File: src/rtl/pacman_pkg.sv
// Shared types and sizing for the pacman game-control blocks.
package pacman_pkg;

    typedef enum logic [1:0] {PLAY, DEATH, GAMEOVER, WIN} life_state_t;

    localparam int NUM_GHOSTS = 4;

endpackage

File: src/rtl/hit_detect.sv
// Box-overlap test between pacman and one ghost; touching edges do not count.
module hit_detect (
    input  logic [9:0] pX,
    input  logic [9:0] pY,
    input  logic [9:0] pS,
    input  logic [9:0] gX,
    input  logic [9:0] gY,
    input  logic [9:0] gS,
    output logic       hit
);

    logic [9:0]  dx;
    logic [9:0]  dy;
    logic [10:0] sum;

    always_comb begin
        dx = (pX >= gX) ? (pX - gX) : (gX - pX);
        dy = (pY >= gY) ? (pY - gY) : (gY - pY);
    end

    // Widen before adding so two large half-sizes cannot wrap.
    assign sum = {1'b0, pS} + {1'b0, gS};
    assign hit = ({1'b0, dx} < sum) && ({1'b0, dy} < sum);

endmodule

File: src/rtl/life_manager.sv
// Collision, lives and death-freeze sequencing; also handles win and restart.
module life_manager
    import pacman_pkg::*;
#(
    parameter int unsigned START_LIVES  = 3,
    parameter int unsigned DEATH_FRAMES = 60,
    parameter logic [7:0]  RESTART_KEY  = 8'h28
) (
    input  logic                        Clk,
    input  logic                        Reset,
    input  logic                        frame_clk,
    input  logic [9:0]                  pX,
    input  logic [9:0]                  pY,
    input  logic [9:0]                  pS,
    input  logic [0:NUM_GHOSTS-1][9:0]  gX,
    input  logic [0:NUM_GHOSTS-1][9:0]  gY,
    input  logic [0:NUM_GHOSTS-1][9:0]  gS,
    input  logic [31:0]                 dots_left,
    input  logic [7:0]                  keycode,
    output logic                        lifeDown,
    output logic                        restart,
    output logic [1:0]                  lives,
    output logic                        freeze,
    output logic                        game_over,
    output logic                        win
);

    life_state_t           state;
    logic [7:0]            death_cnt;
    logic                  frame_prev;
    logic                  tick;
    logic [NUM_GHOSTS-1:0] hit;
    logic                  any_hit;

    for (genvar i = 0; i < NUM_GHOSTS; i++) begin : g_hit
        hit_detect u_hit (
            .pX  (pX),
            .pY  (pY),
            .pS  (pS),
            .gX  (gX[i]),
            .gY  (gY[i]),
            .gS  (gS[i]),
            .hit (hit[i])
        );
    end

    assign any_hit = |hit;
    assign tick    = frame_clk & ~frame_prev;

    always_ff @(posedge Clk) begin
        if (Reset) begin
            state      <= PLAY;
            lives      <= 2'(START_LIVES);
            death_cnt  <= '0;
            frame_prev <= 1'b0;
            lifeDown   <= 1'b0;
            restart    <= 1'b0;
        end else begin
            frame_prev <= frame_clk;
            lifeDown   <= 1'b0;
            restart    <= 1'b0;
            case (state)
                PLAY: if (tick) begin
                    // An empty board wins even if a ghost is touching pacman.
                    if (dots_left == '0) begin
                        state <= WIN;
                    end else if (any_hit) begin
                        lifeDown <= 1'b1;
                        if (lives > 2'd1) begin
                            lives     <= lives - 2'd1;
                            death_cnt <= 8'(DEATH_FRAMES);
                            state     <= DEATH;
                        end else begin
                            lives <= 2'd0;
                            state <= GAMEOVER;
                        end
                    end
                end
                DEATH: if (tick) begin
                    if (death_cnt == 8'd1) state <= PLAY;
                    death_cnt <= death_cnt - 8'd1;
                end
                GAMEOVER, WIN: if (keycode == RESTART_KEY) begin
                    restart <= 1'b1;
                    lives   <= 2'(START_LIVES);
                    state   <= PLAY;
                end
                default: state <= PLAY;
            endcase
        end
    end

    assign freeze    = (state != PLAY);
    assign game_over = (state == GAMEOVER);
    assign win       = (state == WIN);

endmodule

File: config.mk
export PLATFORM = sky130hd
export DESIGN_NAME = life_manager
export DESIGN_NICKNAME = d
export VERILOG_FILES = /design/src/rtl/pacman_pkg.sv /design/src/rtl/hit_detect.sv /design/src/rtl/life_manager.sv
export SDC_FILE = /design/constraint.sdc
export NUM_CORES = 1
export LEC_CHECK = 0
export CAP_MARGIN = 5
export CORE_ASPECT_RATIO = 1.2
export CORE_MARGIN = 10
export CORE_UTILIZATION = 60
export DETAILED_ROUTE_END_ITERATION = 10
export DONT_BUFFER_PORTS = 1
export PLACE_DENSITY_LB_ADDON = 0.15
export SYNTH_ARGS = -nofsm -noshare
export SYNTH_HDL_FRONTEND = slang
export SYNTH_SLANG_ARGS = --single-unit
File: constraint.sdc
create_clock -name Clk -period 12.4 [get_ports Clk]
set_input_delay 3.1 -clock Clk [delete_from_list [all_inputs] [get_ports Clk]]
set_output_delay 3.1 -clock Clk [all_outputs]
set_load 0.005 [all_outputs]
==> flow_metrics.env <==
export IMPL_clk_pin_slew_worst_paths_ns=0.05
export IMPL_post_drt_wl_per_cell_um=20.33
export IMPL_grt_pass1_vias=9732
export IMPL_period_share_pct=63.00
export IMPL_cp_end_kind="flop"
export IMPL_yosys_warnings=0
export IMPL_hold_slack_ns=0.5053
export IMPL_crit_buf_inv=1
export IMPL_synth_nets=1881
export IMPL_ant_nets=0
export IMPL_switching_share_pct=51.02
export IMPL_power_per_cell_area_nw_per_um2=75.16
export IMPL_setup_violations=0
export IMPL_clk_latency_ns=0.25
export IMPL_layout_nets=1850
export IMPL_pwr_share_comb_pct=84.9
export IMPL_fillers=1635
export IMPL_cp_top_family="compound AO/OA/AOI/OAI gates"
export IMPL_ys_seq_elements=15
export IMPL_die_h_um=166.8
export IMPL_cts_inserted_buffers=3
export IMPL_num_rows=53
export IMPL_max_slew_margin_pct=33.49
export IMPL_grtUsageTotal_pct=25.56
export IMPL_grt_pass1_wl_um=49980
export IMPL_synth_main_ff_cell="dfxtp_1"
export IMPL_syn_area_um2=10780
export IMPL_gp_congestion=0.9607
export IMPL_drt_iter0_drc=706
export IMPL_drt_pass1_iterations=5
export IMPL_core_area_um2=17570
export IMPL_grt_max_degree=20
export IMPL_pwr_share_clk_pct=7.8
export IMPL_rsz0062_at_grt="no"
export IMPL_die_w_um=142.3
export IMPL_ctsHoldBuffers=0
export IMPL_drt_total_wl_um=32360
export IMPL_htreeDepth=1
export IMPL_clock_skew_ns=0.003096
export IMPL_cts_repair_resized=0
export IMPL_cts_sinks=15
export IMPL_start_kind="input pin"
export IMPL_die_area_um2=23740
export IMPL_vias=10150
export IMPL_drive_above_1_share_pct=3.066
export IMPL_io_buffers=0
export IMPL_slowest_delay_ns=0.80
export IMPL_maxSlewViolCount=0
export IMPL_synth_cell_types=73
export IMPL_outcome="finished, final reports clean"
export IMPL_hold_path_class="reg -> reg"
export IMPL_grt_antenna_before_repair=2
export IMPL_vias_per_cell=6.376
export IMPL_hold_viol=0
export IMPL_regArea_um2=300.3
export IMPL_placed_cell_area_um2=10890
export IMPL_syn_area_per_cell_um2=7.686
export IMPL_crit_chain="inv_1 -> ha_1 -> and4_1 -> a311oi_1 -> a21oi_1 -> o41ai_4 -> mux2i_1 -> a31oi_1 -> xnor2_1 -> ha_1 -> a21o_1 -> a211oi_1 -> nand3_1 -> o31ai_1 -> nor4_4 -> or4_1 -> nand4b_1"
export IMPL_crit_required_ns=12.59
export IMPL_synth_cells=1402
export IMPL_stdcell_area_um2=10970
export IMPL_tightest_slew_ns=0.9942
export IMPL_seqPwrFrac_pct=7.3
export IMPL_cts_tree="yes"
export IMPL_postCtsSetupRepairBufs=0
export IMPL_area_growth_pct=1.834
export IMPL_internal_power_uw=403.9
export IMPL_leakage_uw=0.005626
export IMPL_async_reset_ff_share_pct=0
export IMPL_slowest_stage="o41ai_4"
export IMPL_synth_seq_area_share_pct=2.787
export IMPL_crit_type="in -> reg"
export IMPL_cap_violations=0
export IMPL_grt_ovfl_total=0
export IMPL_hpwl_um=28860
export IMPL_vdd_ir_drop_worst_mv=0.04768
export IMPL_cts_buffer_depth=2
export IMPL_min_period_ns=7.811
export IMPL_synth_edf_count=0
export IMPL_initial_core_util_pct=61.32
export IMPL_post_route_util_pct=62.44
export IMPL_clock_root_buffer="clkbuf_16"
export IMPL_fmax_mhz=128.0
export IMPL_multiInputGateArea_um2=9697
export IMPL_fin_tns_setup_ns=0
export IMPL_worstPathMaxFanout=14
export IMPL_crit_arrival_ns=8.00
export IMPL_drc=0
export IMPL_power_uw=824.7
export IMPL_p_sw_uw=420.8
export IMPL_cpMostUsedCell="ha_1"
export IMPL_pin_count=200
## cells in the mapped netlist, types with 9 or more instances
| master | instances | area [µm²] |
|---|---|---|
| clkbuf_1 | 16 | 60.06 |
| a21oi_1 | 140 | 700.7 |
| mux2i_1 | 50 | 500.5 |
| o2111ai_1 | 11 | 96.34 |
| nor4_1 | 10 | 62.56 |
| mux2_2 | 20 | 225.2 |
| a31oi_1 | 23 | 143.9 |
| and2_1 | 10 | 62.56 |
| nor2b_1 | 23 | 143.9 |
| fa_1 | 20 | 400.4 |
| nand4_1 | 19 | 118.9 |
| nor3_1 | 24 | 120.1 |
| xor2_1 | 34 | 297.8 |
| o21ai_0 | 65 | 325.3 |
| nand2_1 | 91 | 341.6 |
| buf_2 | 19 | 95.09 |
| nand2b_1 | 16 | 100.1 |
| or3_1 | 10 | 62.56 |
| ha_1 | 266 | 3328 |
| o21a_1 | 11 | 82.58 |
| a211oi_1 | 13 | 97.59 |
| xnor2_1 | 51 | 446.7 |
| o21bai_1 | 24 | 180.2 |
| a21o_1 | 54 | 405.4 |
| nand3_1 | 21 | 105.1 |
| inv_1 | 164 | 615.6 |
| a21boi_0 | 9 | 67.56 |
| o211ai_1 | 9 | 67.56 |
| nor2_1 | 49 | 183.9 |
| dfxtp_1 | 15 | 300.3 |
## cells by family (layout without fill, tap and decap cells)
group	Yosys count	in the layout	share of synthesized area, %
other	0	2	0
buffers and inverters	200	168	7.223
flip-flops	15	15	2.787
XOR/XNOR	85	85	6.909
adder cells (fa/ha/maj)	286	286	34.60
AND/OR/NAND/NOR	311	311	15.00
multiplexers	70	70	6.735
AO/OA/AOI/OAI	435	435	26.74
## sequential cells by signal, summed over array words and instances (netlist names)
name and flops:
state 2, restart 1, death_cnt 8, lifeDown 1
lives 2, frame_prev 1
## cells in the final DEF (no fill, tap or decap), drive strengths merged, types with 11 or more instances in the layout
| cell | n |
|---|---|
| nor4 | 13 |
| o21a | 11 |
| nor2 | 49 |
| nand2b | 16 |
| a211oi | 13 |
| nor3 | 25 |
| xnor2 | 51 |
| fa | 20 |
| o21bai | 24 |
| mux2i | 50 |
| nand4 | 19 |
| inv | 164 |
| a21oi | 140 |
| a21o | 54 |
| xor2 | 34 |
| nand2 | 91 |
| o21ai | 67 |
| dfxtp | 15 |
| nor2b | 23 |
| a31oi | 23 |
| o2111ai | 11 |
| mux2 | 20 |
| ha | 266 |
| nand3 | 21 |
## final timing paths
kind | from | end | slack, ns | cells after the start
min reg2reg | death_cnt[4] | death_cnt[4] | 0.51 | 1
min | death_cnt[4] | death_cnt[4] | 0.51 | 1
max reg2reg | state[0] | death_cnt[6] | 10.58 | 7
max | pX[1] | lives[0] | 4.59 | 17
## layout make-up
class,instances,share of cell area [%]
sequential,15,2.737
clock buffer,3,0.6842
antenna,2,0.04561
multi-input combinational,1187,88.37
clock inverter,1,0.04561
inverter,164,5.610
tap,220,2.509
## power groups by stage
| stage | Clock, µW | Combinational [µW] | Sequential, µW |
|---|---|---|---|
| after floorplan | 0 | 549 | 58.3 |
| after global placement | 0 | 673 | 61.0 |
| after detailed placement | 0 | 687 | 60.9 |
| after CTS | 64.7 | 691 | 60.0 |
| after global routing | 66.7 | 786 | 61.0 |
| final | 64.0 | 700 | 60.2 |
## metal layers
layer / up-vias / GRT usage, % / part of all wire, % / routed length (µm)
met4: 0 / 9.559 / 4.6 / 1484
met3: 84 / 6.458 / 8.4 / 2731
met1: 4665 / 28.58 / 39 / 12520
met5: - / 0 / 0 / 0
li1: 5032 / - / - / -
met2: 370 / 45.09 / 48 / 15620
## stage by stage
stage / cells / setup WS [ns]
global placement: 1586 / 4.555
detailed placement: 1586 / 4.430
floorplan: 1402 / 5.130
CTS: 1590 / 4.664
global route: 1591 / 4.372
finish: 1592 / 4.589
Note: power is estimated with default switching activity, not from simulation.
